$ cat config.mk
export PLATFORM = sky130hd
export DESIGN_NAME = serial_full_sub_flat
export DESIGN_NICKNAME = d
export VERILOG_FILES = /design/src/rtl/serial_full_sub_if.sv /design/src/rtl/serial_full_sub.sv /design/src/flat_wrapper.sv
export SDC_FILE = /design/constraint.sdc
export NUM_CORES = 1
export LEC_CHECK = 0
export ABC_AREA = 1
export CORE_MARGIN = 5
export CORE_UTILIZATION = 40
export DETAILED_ROUTE_END_ITERATION = 7
export GPL_TIMING_DRIVEN = 1
export PLACE_DENSITY = 0.62
export SLEW_MARGIN = 20
export SYNTH_ARGS = -nofsm -noshare
export SYNTH_HDL_FRONTEND = slang
export SYNTH_SLANG_ARGS = --single-unit
$ cat constraint.sdc
create_clock -name clk -period 3.3 [get_ports clk]
set_input_delay 0.495 -clock clk [delete_from_list [all_inputs] [get_ports clk]]
set_output_delay 0.495 -clock clk [all_outputs]
set_load 0.05 [all_outputs]
$ cat src/rtl/serial_full_sub_if.sv
`default_nettype none
// ============================================================================
//  Module      : serial_full_sub_if
//  Description : Handshake and operand/result bundle for the bit-serial
//                subtractor. The master issues start with operands; the
//                slave reports busy/done and the held results.
//  Revision    : 1.0 - initial release
// ============================================================================
interface serial_full_sub_if #(
    parameter int WIDTH = 8
);
    logic             start;
    logic [WIDTH-1:0] a;
    logic [WIDTH-1:0] b;
    logic             borrowIn;
    logic             busy;
    logic             done;
    logic [WIDTH-1:0] diff;
    logic             borrowOut;
    logic             overflow;

    modport master (
        output start, a, b, borrowIn,
        input  busy, done, diff, borrowOut, overflow
    );

    modport slave (
        input  start, a, b, borrowIn,
        output busy, done, diff, borrowOut, overflow
    );
endinterface
`default_nettype wire

$ cat src/rtl/serial_full_sub.sv
`default_nettype none
// ============================================================================
//  Module      : serial_full_sub
//  Description : Bit-serial WIDTH-bit subtractor, diff = a - b - borrowIn.
//                One full-subtractor cell plus a borrow flop processes one
//                bit per clock, LSB first. Results are registered and held
//                until the next completed operation.
//  Revision    : 1.0 - initial release
// ============================================================================
module serial_full_sub #(
    parameter int WIDTH = 8
) (
    input  wire logic         clk,
    input  wire logic         reset,
    serial_full_sub_if.slave  bus
);
    localparam int             CW     = (WIDTH > 2) ? $clog2(WIDTH) : 1;
    localparam logic [CW-1:0]  c_LAST = CW'(WIDTH - 1);

    typedef enum logic [1:0] {
        S_IDLE = 2'd0,
        S_RUN  = 2'd1,
        S_DONE = 2'd2
    } state_t;

    state_t           r_state;
    logic [WIDTH-1:0] r_a_sh;
    logic [WIDTH-1:0] r_b_sh;
    logic [WIDTH-1:0] r_res;
    logic             r_br;
    logic [CW-1:0]    r_cnt;
    logic             r_a_msb;
    logic             r_b_msb;
    logic             r_busy;
    logic             r_done;
    logic [WIDTH-1:0] r_diff;
    logic             r_borrow_out;
    logic             r_overflow;

    logic             w_x;
    logic             w_y;
    logic             w_d;
    logic             w_br_next;
    logic             w_accept;

    // Full-subtractor cell on the current LSBs; a new request is taken in
    // IDLE and also in DONE so back-to-back operations lose no cycle.
    always_comb begin
        w_x       = r_a_sh[0];
        w_y       = r_b_sh[0];
        w_d       = w_x ^ w_y ^ r_br;
        w_br_next = (~w_x & w_y) | (~(w_x ^ w_y) & r_br);
        w_accept  = bus.start && ((r_state == S_IDLE) || (r_state == S_DONE));
    end

    // Control FSM, serial datapath and registered result outputs.
    always_ff @(posedge clk) begin
        if (reset) begin
            r_state      <= S_IDLE;
            r_a_sh       <= '0;
            r_b_sh       <= '0;
            r_res        <= '0;
            r_br         <= 1'b0;
            r_cnt        <= '0;
            r_a_msb      <= 1'b0;
            r_b_msb      <= 1'b0;
            r_busy       <= 1'b0;
            r_done       <= 1'b0;
            r_diff       <= '0;
            r_borrow_out <= 1'b0;
            r_overflow   <= 1'b0;
        end else begin
            r_done <= 1'b0;
            case (r_state)
                S_IDLE: begin
                    r_state <= S_IDLE;
                end
                S_RUN: begin
                    r_res  <= {w_d, r_res[WIDTH-1:1]};
                    r_a_sh <= r_a_sh >> 1;
                    r_b_sh <= r_b_sh >> 1;
                    r_br   <= w_br_next;
                    r_cnt  <= r_cnt + 1'b1;
                    if (r_cnt == c_LAST) begin
                        r_state <= S_DONE;
                        r_busy  <= 1'b0;
                    end
                end
                S_DONE: begin
                    // Overflow uses the captured operand signs; borrowIn
                    // only reaches it through the result MSB.
                    r_done       <= 1'b1;
                    r_diff       <= r_res;
                    r_borrow_out <= r_br;
                    r_overflow   <= (r_a_msb != r_b_msb) && (r_res[WIDTH-1] != r_a_msb);
                    r_state      <= S_IDLE;
                end
                default: begin
                    r_state <= S_IDLE;
                    r_busy  <= 1'b0;
                end
            endcase

            // Capture overrides the IDLE/DONE next-state above.
            if (w_accept) begin
                r_a_sh  <= bus.a;
                r_b_sh  <= bus.b;
                r_br    <= bus.borrowIn;
                r_a_msb <= bus.a[WIDTH-1];
                r_b_msb <= bus.b[WIDTH-1];
                r_res   <= '0;
                r_cnt   <= '0;
                r_busy  <= 1'b1;
                r_state <= S_RUN;
            end
        end
    end

    assign bus.busy      = r_busy;
    assign bus.done      = r_done;
    assign bus.diff      = r_diff;
    assign bus.borrowOut = r_borrow_out;
    assign bus.overflow  = r_overflow;

endmodule
`default_nettype wire
$ cat src/flat_wrapper.sv
// flat-port wrapper written by rule: the top's interface ports become plain ports
module serial_full_sub_flat 
#(
    parameter int WIDTH = 8
)
  (clk, reset, bus_start, bus_a, bus_b, bus_borrowIn, bus_busy, bus_done, bus_diff, bus_borrowOut, bus_overflow);
  serial_full_sub_if #(.WIDTH(WIDTH)) bus_i ();
  input  wire logic clk;
  input  wire logic reset;
  input wire logic [$bits(bus_i.start)-1:0] bus_start;
  input wire logic [$bits(bus_i.a)-1:0] bus_a;
  input wire logic [$bits(bus_i.b)-1:0] bus_b;
  input wire logic [$bits(bus_i.borrowIn)-1:0] bus_borrowIn;
  output wire logic [$bits(bus_i.busy)-1:0] bus_busy;
  output wire logic [$bits(bus_i.done)-1:0] bus_done;
  output wire logic [$bits(bus_i.diff)-1:0] bus_diff;
  output wire logic [$bits(bus_i.borrowOut)-1:0] bus_borrowOut;
  output wire logic [$bits(bus_i.overflow)-1:0] bus_overflow;
  assign bus_i.start = bus_start;
  assign bus_i.a = bus_a;
  assign bus_i.b = bus_b;
  assign bus_i.borrowIn = bus_borrowIn;
  assign bus_busy = bus_i.busy;
  assign bus_done = bus_i.done;
  assign bus_diff = bus_i.diff;
  assign bus_borrowOut = bus_i.borrowOut;
  assign bus_overflow = bus_i.overflow;
  serial_full_sub #(.WIDTH(WIDTH)) u_core (.clk(clk), .reset(reset), .bus(bus_i));
endmodule
==> flow_metrics.env, run 1 <==
export IMPL_totalWireLength_um=3860
export IMPL_use_met2_pct=21.3
export IMPL_fillers=498
export IMPL_fin_skew_ns=0.00798
export IMPL_drive_gt1_share_pct=11.8
export IMPL_final_antenna_net_count=0
export IMPL_p_total_mw=1.08
export IMPL_synthTopCellsByCount="54 x nand2_1, 44 x dfxtp_1, 35 x inv_1, 28 x nor2_1, 18 x a21oi_1"
export IMPL_cp_num_buf_inv=1
export IMPL_final_nets=311
export IMPL_crit_end="bus_borrowOut"
export IMPL_drc_errors=0
export IMPL_crit_slowest_cell="clkdlybuf4s50_1"
export IMPL_cts_hold_fix_buffers=0
export IMPL_syn_inst=261
export IMPL_drt_initial_drc_count=44
export IMPL_utilization_pct=50.0
export IMPL_max_vdd_ir_drop_mv=0.191
export IMPL_met3_usage_pct=2.77
export IMPL_syn_cell_area_um2=2010
export IMPL_clk_latency_ns=0.30
export IMPL_synth_seq_cells=44
export IMPL_place_gp_congestion=0.761
export IMPL_max_freq_mhz=512
export IMPL_final_setup_viol_count=0
export IMPL_grt_use_met1_pct=16.2
export IMPL_die_x_um=80.9
export IMPL_cts_repair_resize_count=0
export IMPL_hp_class="reg -> reg"
export IMPL_cts_tree="built"
export IMPL_r2r_start="u_core.r_state[0]"
export IMPL_ys_async_sr_fraction_pct=0
export IMPL_worstMarginPinSlew_ns=0.517
export IMPL_grt_total_usage_pct=13.1
export IMPL_multi_input_area_um2=848
export IMPL_setup_ws_ns=1.35
export IMPL_crit_path_cell_trace="clkdlybuf4s50_1"
export IMPL_p_per_area_nw_per_um2=450
export IMPL_worst_ep_required_time_ns=2.80
export IMPL_syn_num_nets=284
export IMPL_startpoint_type="flop"
export IMPL_slowest_delay_ns=0.81
export IMPL_r2r_end="u_core.r_res[6]"
export IMPL_grt_busiest_layer="met2"
export IMPL_post_place_cells=348
export IMPL_dp_hpwl_um=2770
export IMPL_cp_arrival_ns=1.46
export IMPL_pre_cts_ws_ns=1.27
export IMPL_viasPerCell=4.50
export IMPL_overflow=0
export IMPL_finalNonFillerCells=356
export IMPL_tns_ns=0
export IMPL_io_buffer_count=31
export IMPL_clkSinkCount=44
export IMPL_path_depth=1
export IMPL_htreeDepth=2
export IMPL_grt_pass1_vias=1498
export IMPL_p_leak_nw=1.04
export IMPL_antenna_found_initial=0
export IMPL_synth_area_leaders="dfxtp_1 44%, nand2_1 10%, inv_1 6.5%"
export IMPL_synth_seq_area_share_pct=43.9
export IMPL_postCtsSetupBuffers=0
export IMPL_drtPass1Iterations=4
export IMPL_reg2reg_depth=6
export IMPL_synth_ff_type="dfxtp_1"
export IMPL_synth_top_area_cell="dfxtp_1"
export IMPL_cp_max_fo=2
export IMPL_rrSetupSlack_ns=1.67
export IMPL_start_util_pct=42.0
export IMPL_rsz0062_at_grt="no"
export IMPL_synth_edf_count=0
export IMPL_grt_pass1_wl_um=6620
export IMPL_path_class="reg -> out"
export IMPL_syn2layout_area_growth_pct=19.1
export IMPL_seq_area_um2=881
export IMPL_cts_root_buf="clkbuf_8"
export IMPL_grt_max_degree=24
export IMPL_clkTransAtPathRegs_ns=0.08
export IMPL_dpl_cell_area_um2=2300
export IMPL_slew_headroom_pct=65.5
export IMPL_clockBufferDepth=2
export IMPL_core_um2=4790
export IMPL_die_area_um2=6540
export IMPL_wire_per_inst_um=10.8
export IMPL_drv_cap=0
export IMPL_cts_buffers=5
export IMPL_io_pins=32
export IMPL_fin_crit_sh_pct=59.1
export IMPL_final_hold_viol_count=0
export IMPL_fp_row_count=25
export IMPL_cp_end_kind="output pin"
export IMPL_outcome="complete, no violations"
export IMPL_ys_warnings_count=0
export IMPL_synth_area_per_cell_um2=7.69
export IMPL_fin_crit_ns=1.95
export IMPL_synth_most_common_cell="nand2_1"
export IMPL_die_h_um=80.9
export IMPL_maxSlewViolCount=0
export IMPL_yosysTopAreaCellShare_pct=43.9
export IMPL_holdWs_ns=0.471
export IMPL_vias=1602
export IMPL_crit_family="buffers and inverters"
export IMPL_postLayoutCellArea_um2=2390
export IMPL_diodes=0
export IMPL_crit_path_start="u_core.bus.borrowOut"
export IMPL_synth_cell_types=29
-- per-layer routing --
| metal | vias to the layer above | wire [um] |
|---|---|---|
| met5 | - | 0 |
| met4 | 0 | 72 |
| met3 | 5 | 124 |
| met2 | 18 | 1740 |
| met1 | 711 | 1930 |
| li1 | 868 | - |
-- report_power, final --
| group | switching, mW | internal (mW) |
|---|---|---|
| Sequential | 0.0168 | 0.557 |
| Combinational | 0.0901 | 0.0635 |
| Clock | 0.179 | 0.170 |
| Total | 0.286 | 0.790 |
-- flip-flops by register name, summed over array words and instances (netlist names) --
| name | cells |
|---|---|
| u_core.bus.borrowOut | 1 |
| u_core.bus.busy | 1 |
| u_core.bus.diff | 8 |
| u_core.bus.done | 1 |
| u_core.bus.overflow | 1 |
| u_core.r_a_msb | 1 |
| u_core.r_a_sh | 8 |
| u_core.r_b_msb | 1 |
| u_core.r_b_sh | 8 |
| u_core.r_br | 1 |
| u_core.r_cnt | 3 |
| u_core.r_res | 8 |
| u_core.r_state | 2 |
-- cell families (layout without fill, tap and decap cells) --
kind of cell               after synthesis  in the layout  synth area share, %
xor gates and xnor gates                 1              1                0.436
adders and majority gates                3              3                 2.24
and+or+nand+nor                        116            116                 26.2
DFF                                     44             44                 43.9
AOI/OAI and AO/OA                       44             44                 13.4
buffers and inverters                   53             81                 13.9
-- area by class of cell --
type                    count  share of cell area (%)
flip-flops and latches     44                    36.8
repair buffers             33                    13.6
clock buffers               7                    3.61
well taps                  67                    3.50
clock inverters             1                   0.314
multi-input cells         164                    35.5
inverters                  40                    6.69
-- worst min-delay path: stages (launching register included) --
cell     delay (ns)
dfxtp_1        0.31
nand2_1        0.06
a21oi_1        0.05
-- placed cells by master, fill, tap and decap left out, drive strengths merged --
master and instances:
nand2 59, buf 2, o22ai 1, o21ai 22, clkinvlp 1, nor2 30
a21oi 21, xor2 1, dfxtp 44, nor3 11, inv 40, ha 2
nand3 16, fa 1, clkbuf 7, clkdlybuf4s50 31
-- worst min path at each step --
stage | depth (start not counted) | slack [ns] | endpoint | from
finish | 2 | 0.47 | u_core.r_res[0] | u_core.r_res[0]
global route | 2 | 0.50 | u_core.r_res[0] | u_core.r_res[1]
CTS | 2 | 0.47 | u_core.r_a_sh[7] | u_core.r_a_sh[7]
detailed placement | 2 | 0.46 | u_core.r_a_sh[7] | u_core.r_a_sh[7]
floorplan | 2 | 0.44 | u_core.r_a_sh[7] | u_core.r_a_sh[7]
global placement | 2 | 0.45 | u_core.r_a_sh[7] | u_core.r_a_sh[7]
No activity file was read; power rests on OpenSTA's default activity.
==> run 2, diff against run 1 <==
--- a/config.mk
+++ b/config.mk
@@ -10,7 +10,7 @@
 export CORE_UTILIZATION = 40
 export DETAILED_ROUTE_END_ITERATION = 7
 export GPL_TIMING_DRIVEN = 1
-export PLACE_DENSITY = 0.62
+export PLACE_DENSITY = 0.65
 export SLEW_MARGIN = 20
 export SYNTH_ARGS = -nofsm -noshare
 export SYNTH_HDL_FRONTEND = slang
==> constraint.sdc (replaced) <==
create_clock -name clk -period 1.7 [get_ports clk]
set_input_delay 0.255 -clock clk [delete_from_list [all_inputs] [get_ports clk]]
set_output_delay 0.255 -clock clk [all_outputs]
set_load 0.05 [all_outputs]
==> run 2 against run 1 <==
Power is 110% higher. Via count is 0.25% lower. Sequential power is 94% higher. Register-to-register slack worse by 1.3 ns. Clock skew is 0.0033 ns lower. Combinational power is 100% higher. Largest power group unchanged. Cell count is 1.7% higher. Non-clock buffer count is 6 higher. Cell area is 1.4% higher. Hold slack better by 0.0082 ns.
==> flow_metrics.env, run 2 (synthesized netlist as in run 1, its figures left out) <==
export IMPL_final_cell_mix="54 x nand2_1, 44 x dfxtp_1, 35 x inv_1"
export IMPL_clk_latency_ns=0.30
export IMPL_antenna_found_initial=0
export IMPL_wire_per_inst_um=11.2
export IMPL_pre_cts_ws_ns=0.142
export IMPL_vias=1598
export IMPL_r2r_start="u_core.r_state[0]"
export IMPL_rsz0062_at_grt="no"
export IMPL_cts_hold_fix_buffers=0
export IMPL_dpl_cell_area_um2=2310
export IMPL_worstMarginPinSlew_ns=0.266
export IMPL_maxSlewViolCount=0
export IMPL_clkTransAtPathRegs_ns=0.08
export IMPL_fin_crit_sh_pct=78.4
export IMPL_cts_root_buf="clkbuf_8"
export IMPL_io_pins=32
export IMPL_die_area_um2=6540
export IMPL_tns_ns=0
export IMPL_fp_row_count=25
export IMPL_io_buffer_count=31
export IMPL_syn2layout_area_growth_pct=20.7
export IMPL_cp_max_fo=17
export IMPL_cp_end_kind="flop"
export IMPL_seq_area_um2=881
export IMPL_clockBufferDepth=2
export IMPL_overflow=0
export IMPL_outcome="complete, no violations"
export IMPL_cts_tree="built"
export IMPL_viasPerCell=4.41
export IMPL_hp_start="u_core.r_a_sh[7]"
export IMPL_r2r_end="u_core.r_a_sh[5]"
export IMPL_grt_pass1_vias=1560
export IMPL_cts_buffers=5
export IMPL_setup_ws_ns=0.368
export IMPL_drc_errors=0
export IMPL_drtPass1Iterations=4
export IMPL_p_per_area_nw_per_um2=914
export IMPL_start_util_pct=42.0
export IMPL_drive_gt1_share_pct=18.0
export IMPL_drt_initial_drc_count=93
export IMPL_final_nets=317
export IMPL_grt_pass1_wl_um=7070
export IMPL_max_freq_mhz=750
export IMPL_postCtsSetupBuffers=0
export IMPL_fin_skew_ns=0.00470
export IMPL_totalWireLength_um=4040
export IMPL_slew_headroom_pct=82.2
export IMPL_min_delay_worst_endpoint="u_core.r_a_sh[7]"
export IMPL_final_hold_viol_count=0
export IMPL_hold_depth=2
export IMPL_cp_arrival_ns=1.56
export IMPL_final_antenna_net_count=0
export IMPL_final_setup_viol_count=0
export IMPL_p_leak_nw=1.11
export IMPL_die_x_um=80.9
export IMPL_layout_commonest_cell="nand2_1"
export IMPL_clkSinkCount=44
export IMPL_reg2reg_depth=7
export IMPL_fillers=473
export IMPL_path_class="reg -> reg"
export IMPL_hp_class="reg -> reg"
export IMPL_rrSetupSlack_ns=0.37
export IMPL_cts_repair_resize_count=0
export IMPL_place_gp_congestion=0.754
export IMPL_startpoint_type="flop"
export IMPL_fin_crit_ns=1.33
export IMPL_die_h_um=80.9
export IMPL_diodes=0
export IMPL_postLayoutCellArea_um2=2420
export IMPL_dp_hpwl_um=2840
export IMPL_worst_ep_required_time_ns=1.93
export IMPL_core_um2=4790
export IMPL_grt_total_usage_pct=14.0
export IMPL_drv_cap=0
export IMPL_grt_max_degree=24
export IMPL_multi_input_area_um2=848
export IMPL_max_vdd_ir_drop_mv=0.572
export IMPL_htreeDepth=2
[run 2: stage by stage]
| stage | instances | total power, mW | util (%) | hold slack (ns) |
|---|---|---|---|---|
| final | 362 | 2.22 | 50.7 | 0.480 |
| after global routing | 362 | 2.35 | 50.7 | 0.501 |
| after CTS | 362 | 2.24 | 50.7 | 0.474 |
| after detailed placement | 354 | 1.45 | 48.3 | 0.457 |
| after global placement | 354 | 1.45 | 48.3 | 0.455 |
| after floorplan | 261 | 1.37 | - | 0.334 |
[run 2: where the power goes]
group	switching, mW	internal [mW]
Combinational	0.184	0.131
Clock	0.358	0.435
Sequential	0.0278	1.08
Total	0.570	1.65
[run 2: worst max-delay path by stage]
stage,from,endpoint,slack (ns),cells after the start
floorplan,u_core.r_b_sh[0],u_core.r_res[7],0.58,4
global placement,bus_start,u_core.r_cnt[0],0.17,5
detailed placement,bus_start,u_core.r_cnt[0],0.14,5
CTS,u_core.r_state[0],u_core.r_a_sh[5],0.35,7
global route,u_core.r_state[0],u_core.r_a_sh[2],0.28,7
finish,u_core.r_state[0],u_core.r_a_sh[5],0.37,7
[run 2: critical path, cell delays in order, from the launching register on]
cell and delay (ns):
dfxtp_1 0.45, buf_4 0.21, nand2_4 0.16, nand2_4 0.14, inv_4 0.07, nand2_1 0.06, nand2_1 0.06, nor2_1 0.11
[run 2: area by class of cell]
type	count	area share [%]
Multi-Input combinational cell	164	35.0
Sequential cell	44	36.3
Clock buffer	5	2.84
Inverter	40	6.60
Tap cell	67	3.46
Clock inverter	3	1.75
Timing Repair Buffer	39	14.0
[run 2: metal layers]
layer / GRT usage [%] / part of all wire, %
met5: 0 / 0
met3: 3.66 / 3.3
met1: 18.4 / 49
met2: 21.4 / 45
met4: 6.59 / 2.1
